### src/rtl/data_frame_pkg.sv
// data_frame_pkg: frame word markers, field positions and parser states
package data_frame_pkg;
  localparam logic [7:0] HEADER_ID = 8'hAA;
  localparam logic [7:0] FOOTER_ID = 8'h55;
  localparam int ID_LSB = 56;
  localparam int CH_LSB = 48;
  localparam int TS_LSB = 24;
  localparam int LEN_LSB = 16;
  typedef enum logic [1:0] {IDLE, DATA, FOOTER, DISCARD} stateT;
endpackage

### src/rtl/data_frame_parser.sv
// data_frame_parser: strips header/footer from 64-bit frames, forwards data
// words with a last marker and reports per-frame info and framing errors
module data_frame_parser
  import data_frame_pkg::*;
#(
  parameter logic [7:0] CHANNEL_ID = 8'd0,
  parameter bit CHECK_CHANNEL = 1'b1,
  parameter int MAX_FRAME_LENGTH = 200,
  parameter int FRAME_LEN_WIDTH = 8,
  parameter int TIME_STAMP_WIDTH = 48,
  parameter int FIRST_TIME_STAMP_WIDTH = 24,
  parameter logic [7:0] HEADER_ID = data_frame_pkg::HEADER_ID,
  parameter logic [7:0] FOOTER_ID = data_frame_pkg::FOOTER_ID
) (
  input  logic CLK,
  input  logic RESETN,
  input  logic iVALID,
  output logic oREADY,
  input  logic [63:0] DIN,
  input  logic iREADY,
  output logic oVALID,
  output logic [63:0] DOUT,
  output logic oLAST,
  output logic INFO_VALID,
  output logic [7:0] INFO_CH_ID,
  output logic [TIME_STAMP_WIDTH-1:0] INFO_TIMESTAMP,
  output logic [FRAME_LEN_WIDTH-1:0] INFO_LEN,
  output logic ERR_HEADER,
  output logic ERR_CHANNEL,
  output logic ERR_LENGTH,
  output logic ERR_FOOTER,
  output logic [15:0] DROP_CNT
);
  localparam int CW = FRAME_LEN_WIDTH + 1;
  localparam int LW = TIME_STAMP_WIDTH - FIRST_TIME_STAMP_WIDTH;
  localparam logic [FRAME_LEN_WIDTH-1:0] MAX_LEN = FRAME_LEN_WIDTH'(MAX_FRAME_LENGTH);
  stateT state;
  logic [CW-1:0] cnt;
  logic [7:0] chLat;
  logic [FIRST_TIME_STAMP_WIDTH-1:0] tsHi;
  logic [FRAME_LEN_WIDTH-1:0] lenLat;
  logic xfer;
  logic [7:0] wordId, wordCh;
  logic [FRAME_LEN_WIDTH-1:0] wordLen;
  assign wordId = DIN[ID_LSB +: 8];
  assign wordCh = DIN[CH_LSB +: 8];
  assign wordLen = DIN[LEN_LSB +: FRAME_LEN_WIDTH];
  // Only DATA words need the output register; every other word is consumed in place
  assign oREADY = (state == DATA) ? (~oVALID | iREADY) : 1'b1;
  assign xfer = iVALID & oREADY;
  always_ff @(posedge CLK or negedge RESETN) begin
    if (!RESETN) begin
      state <= IDLE;
      cnt <= '0;
      chLat <= '0;
      tsHi <= '0;
      lenLat <= '0;
      oVALID <= 1'b0;
      DOUT <= '0;
      oLAST <= 1'b0;
      INFO_VALID <= 1'b0;
      INFO_CH_ID <= '0;
      INFO_TIMESTAMP <= '0;
      INFO_LEN <= '0;
      ERR_HEADER <= 1'b0;
      ERR_CHANNEL <= 1'b0;
      ERR_LENGTH <= 1'b0;
      ERR_FOOTER <= 1'b0;
      DROP_CNT <= '0;
    end else begin
      INFO_VALID <= 1'b0;
      ERR_HEADER <= 1'b0;
      ERR_CHANNEL <= 1'b0;
      ERR_LENGTH <= 1'b0;
      ERR_FOOTER <= 1'b0;
      if (oVALID && iREADY) begin
        oVALID <= 1'b0;
        oLAST <= 1'b0;
      end
      if (xfer) begin
        case (state)
          IDLE: begin
            if (wordId != HEADER_ID) begin
              ERR_HEADER <= 1'b1;
              DROP_CNT <= (DROP_CNT == 16'hFFFF) ? DROP_CNT : DROP_CNT + 16'd1;
            end else if (wordLen > MAX_LEN) begin
              ERR_LENGTH <= 1'b1;
            end else if (CHECK_CHANNEL && wordCh != CHANNEL_ID) begin
              ERR_CHANNEL <= 1'b1;
              cnt <= {1'b0, wordLen} + CW'(1);
              state <= DISCARD;
            end else begin
              chLat <= wordCh;
              tsHi <= DIN[TS_LSB +: FIRST_TIME_STAMP_WIDTH];
              lenLat <= wordLen;
              cnt <= {1'b0, wordLen};
              state <= (wordLen == '0) ? FOOTER : DATA;
            end
          end
          DATA: begin
            DOUT <= DIN;
            oVALID <= 1'b1;
            oLAST <= (cnt == CW'(1));
            cnt <= cnt - CW'(1);
            state <= (cnt == CW'(1)) ? FOOTER : DATA;
          end
          FOOTER: begin
            if (wordId == FOOTER_ID && wordCh == chLat && wordLen == lenLat) begin
              INFO_VALID <= 1'b1;
              INFO_CH_ID <= chLat;
              INFO_TIMESTAMP <= {tsHi, DIN[TS_LSB +: LW]};
              INFO_LEN <= lenLat;
            end else begin
              ERR_FOOTER <= 1'b1;
            end
            state <= IDLE;
          end
          default: begin
            cnt <= cnt - CW'(1);
            state <= (cnt == CW'(1)) ? IDLE : DISCARD;
          end
        endcase
      end
    end
  end
endmodule

### config.mk
export PLATFORM = sky130hd
export DESIGN_NAME = data_frame_parser
export DESIGN_NICKNAME = d
export VERILOG_FILES = /design/src/rtl/data_frame_pkg.sv /design/src/rtl/data_frame_parser.sv
export SDC_FILE = /design/constraint.sdc
export NUM_CORES = 1
export LEC_CHECK = 0
export CAP_MARGIN = 40
export CORE_MARGIN = 4
export CORE_UTILIZATION = 53
export CTS_CLUSTER_SIZE = 25
export DETAILED_ROUTE_END_ITERATION = 16
export PLACE_DENSITY = 0.85
export SETUP_SLACK_MARGIN = 0.05
export SLEW_MARGIN = 0
export SYNTH_ARGS = -nofsm -noshare
export SYNTH_HDL_FRONTEND = slang
export SYNTH_SLANG_ARGS = --single-unit
### constraint.sdc
create_clock -name CLK -period 4.1 [get_ports CLK]
set_clock_uncertainty 0.2 [all_clocks]
set_input_delay 0.82 -clock CLK [delete_from_list [all_inputs] [get_ports CLK]]
set_output_delay 0.82 -clock CLK [all_outputs]
set_load 0.01 [all_outputs]
==> key figures <==
Synthesis
  – Synthesized flop and latch total: 202
  – Seq/Total Area, Yosys: 57.9%
  – Synth top area share: 57.9%
  – Mapped Cells: 615
  – EDFF count, synth: 0
  – Post-synth cell types: 55
  – Avg Cell Area, Syn: 14.2 um2
  – Top_reg_cell synth: dfrtp_1
  – Post-synth ARST share: 100%
  – Netlist Area Pre-Place: 0.00873 mm2
  – Post-synth top area cell: dfrtp_1
  – Synth warn: 0
  – Synth area leaders: dfrtp_1 58%, mux2_2 12%, mux2_4 10%
  – Net Count, Synth: 688

Critical path
  – Worst reg-to-reg setup slack: 1500 ps
  – Setup crit end kind: output port
  – Critical path type: in -> out
  – Critical path fanouts, max: 4
  – Critical Path Source Type: primary input
  – R2R cell count: 6
  – CP arrival: 2120 ps
  – WP data required: 3080 ps

Cells and area
  – Commonest non-fill, non-tap cell in the layout: clkdlybuf4s50_1
  – Core Util, Final: 74.3%
  – Layout Nets: 914
  – Post-route cell area: 0.0119 mm2
  – Area growth from synthesis to layout: 36.1%
  – Diodes inserted: 0
  – Share of cells above drive strength 1: 24.6%
  – Most frequent cells in the layout: 218 x clkdlybuf4s50_1, 202 x dfrtp_1, 95 x mux2_2
  – Non-filler cells, final: 1073

Power and ir drop
  – Power Density: 512 mW/mm2
  – Internal: 4.46 mW
  – Pleak: 5.58 nW
  – Clk pwr share: 34.7%
  – Maximum vdd drop: 0.431 mV
  – NetSw: 1.62 mW
  – Comb power frac: 23.2%
  – Switch share: 26.6%
  – Sequential Power Share: 42.1%

Placed design
  – # port buffers: 219
  – Post-placement cell count: 1033
  – GPL Wtd Cong: 0.841
  – Placed cell areas: 0.0111 mm2
  – Post-DP HPWL: 15.5 mm

STA
  – Setup TNS: 0 ps
  – Final Setup Violations: 0
  – Max-Slew Margin vs Limit: 46.3%
  – Pins Over Slew Limit: 0
  – Fin crit share: 76.5%
  – Worst Tran Pin Value: 805 ps
  – Highest Clock Rate: 319 MHz
  – RSZ-0062 raised after global routing: false
  – Final hold violation count: 0
  – Final Critical Period: 3140 ps

Global routing
  – Grt ovf: 0
  – Vias in the first global route: 6264
  – Met2 Use GR: 42.0%
  – Top Usage Layer GRT: met2
  – Met3 Use GR: 4.40%
  – First-pass GRT wire length: 34.8 mm
  – GR Util met1: 30.4%
  – Largest net degree at the start of global routing: 97
  – Initial antenna violation count: 0
  – Gr usage total: 23.7%

Routing
  – DRC viols: 0
  – Antenna Nets Post-Route: 0
  – Via/cell ratio: 5.44
  – DR WL/cell: 20.5 um
  – Iter 0 DRT Violations: 293
  – Post-Route WL: 22.0 mm
  – TritonRoute pass-1 iters: 4
  – Vias: 5838

CTS
  – Root Buffer: clkbuf_16
  – Number of CTS-inserted buffers: 22
  – Clock sinks: 202
  – Worst-Skew Late Latency: 510 ps
  – Setup Buffers After CTS: 0
  – Resized Gates After CTS: 0
  – Clock transition at the registers of the reported paths: 60 ps
  – H-Tree Depth: 1
  – Max Root-Sink Buffers: 3
  – CTS tree: built
  – Hold Buf Count CTS: 0

Die
  – Rows: 46
  – DIE WIDTH: 136 um
  – Starting density of the core: 54.6%
  – CORE AREA: 0.0160 mm2
  – # IOs: 220
  – Full die area: 0.0186 mm2
  – DIE HEIGHT: 136 um

Job
  – Max Cap Viol: 0

Worst hold path
  – Worst Hold Class: in -> async

Run status
  – Status: finished, final reports clean
==> power by group through the flow <==
| stage | sequential (mW) | clock (mW) | combinational (mW) |
|---|---|---|---|
| 2_1_floorplan | 2.68 | 0 | 0.438 |
| 3_3_place_gp | 2.54 | 0 | 1.37 |
| 3_5_place_dp | 2.58 | 0 | 1.41 |
| 4_1_cts | 2.56 | 2.16 | 1.43 |
| 5_1_grt | 2.60 | 2.24 | 1.51 |
| 6_report | 2.56 | 2.11 | 1.41 |
==> synthesized netlist by cell type (6+ instances only) <==
cell type	instances
nor4_1	9
nand3_1	12
nand2_1	22
buf_2	10
a21oi_1	10
and2_1	11
clkbuf_1	11
nor3_1	13
xnor2_1	14
xor2_1	20
buf_12	6
mux2_4	60
nand4_1	8
mux2_2	95
inv_1	11
nor2_1	15
o21ai_0	22
dfrtp_1	202
==> worst max-delay path, stage by stage <==
cell and delay [ps]:
clkdlybuf4s50_1 510, nand4bb_1 220, clkdlybuf4s50_1 570
==> final timing paths <==
check	start	end
min reg2reg	tsHi[2]	INFO_TIMESTAMP[26]
max reg2reg	lenLat[5]	INFO_TIMESTAMP[30]
min in group CLK	tsHi[2]	INFO_TIMESTAMP[26]
max	iREADY	oREADY
max in group asynchronous	RESETN	INFO_TIMESTAMP[14]
min	RESETN	INFO_TIMESTAMP[43]
==> flip-flops by register name, indices dropped and copies added, names as in the netlist <==
| name | count |
|---|---|
| DOUT | 64 |
| INFO_TIMESTAMP | 48 |
| tsHi | 24 |
| DROP_CNT | 16 |
| cnt | 9 |
| INFO_CH_ID | 8 |
| INFO_LEN | 8 |
| chLat | 8 |
| lenLat | 8 |
| state | 2 |
| ERR_CHANNEL | 1 |
| ERR_FOOTER | 1 |
| ERR_HEADER | 1 |
| ERR_LENGTH | 1 |
| INFO_VALID | 1 |
| oLAST | 1 |
| oVALID | 1 |
==> cells by family (layout without fill, tap and decap cells) <==
family                     count (synthesis)  in the layout  share of synthesized area [%]
AOI/OAI and AO/OA                         60             60                           4.49
xor gates and xnor gates                  34             34                           3.41
adders and majority gates                  5              5                          0.716
buffers and inverters                     41            283                           3.20
DFF                                      202            202                           57.9
muxes                                    156            156                           22.7
and+or+nand+nor                          117            117                           7.62
==> stage by stage <==
stage	hold slack (ps)	total power [mW]	setup slack, ps
detailed placement	282	4.00	578
global placement	276	3.91	633
floorplan	264	3.12	1170
global route	237	6.35	917
finish	194	6.08	963
CTS	223	6.15	972
==> final cells by class <==
type | count | area (um2)
fill | 1045 | 4120
tap | 216 | 270
sequential | 202 | 5050
clock inverter | 9 | 165
timing repair buffer | 232 | 2330
multi-input combinational | 372 | 3410
clock buffer | 31 | 614
inverter | 11 | 41.3
==> per-layer routing <==
layer | part of all wire (%) | vias up | wire [um]
met2 | 52 | 192 | 11400
met1 | 40 | 2958 | 8880
met5 | 0 | - | 0
met3 | 5.9 | 31 | 1290
met4 | 1.8 | 0 | 406
li1 | - | 2657 | -
Power figures use the tool's default switching activity.
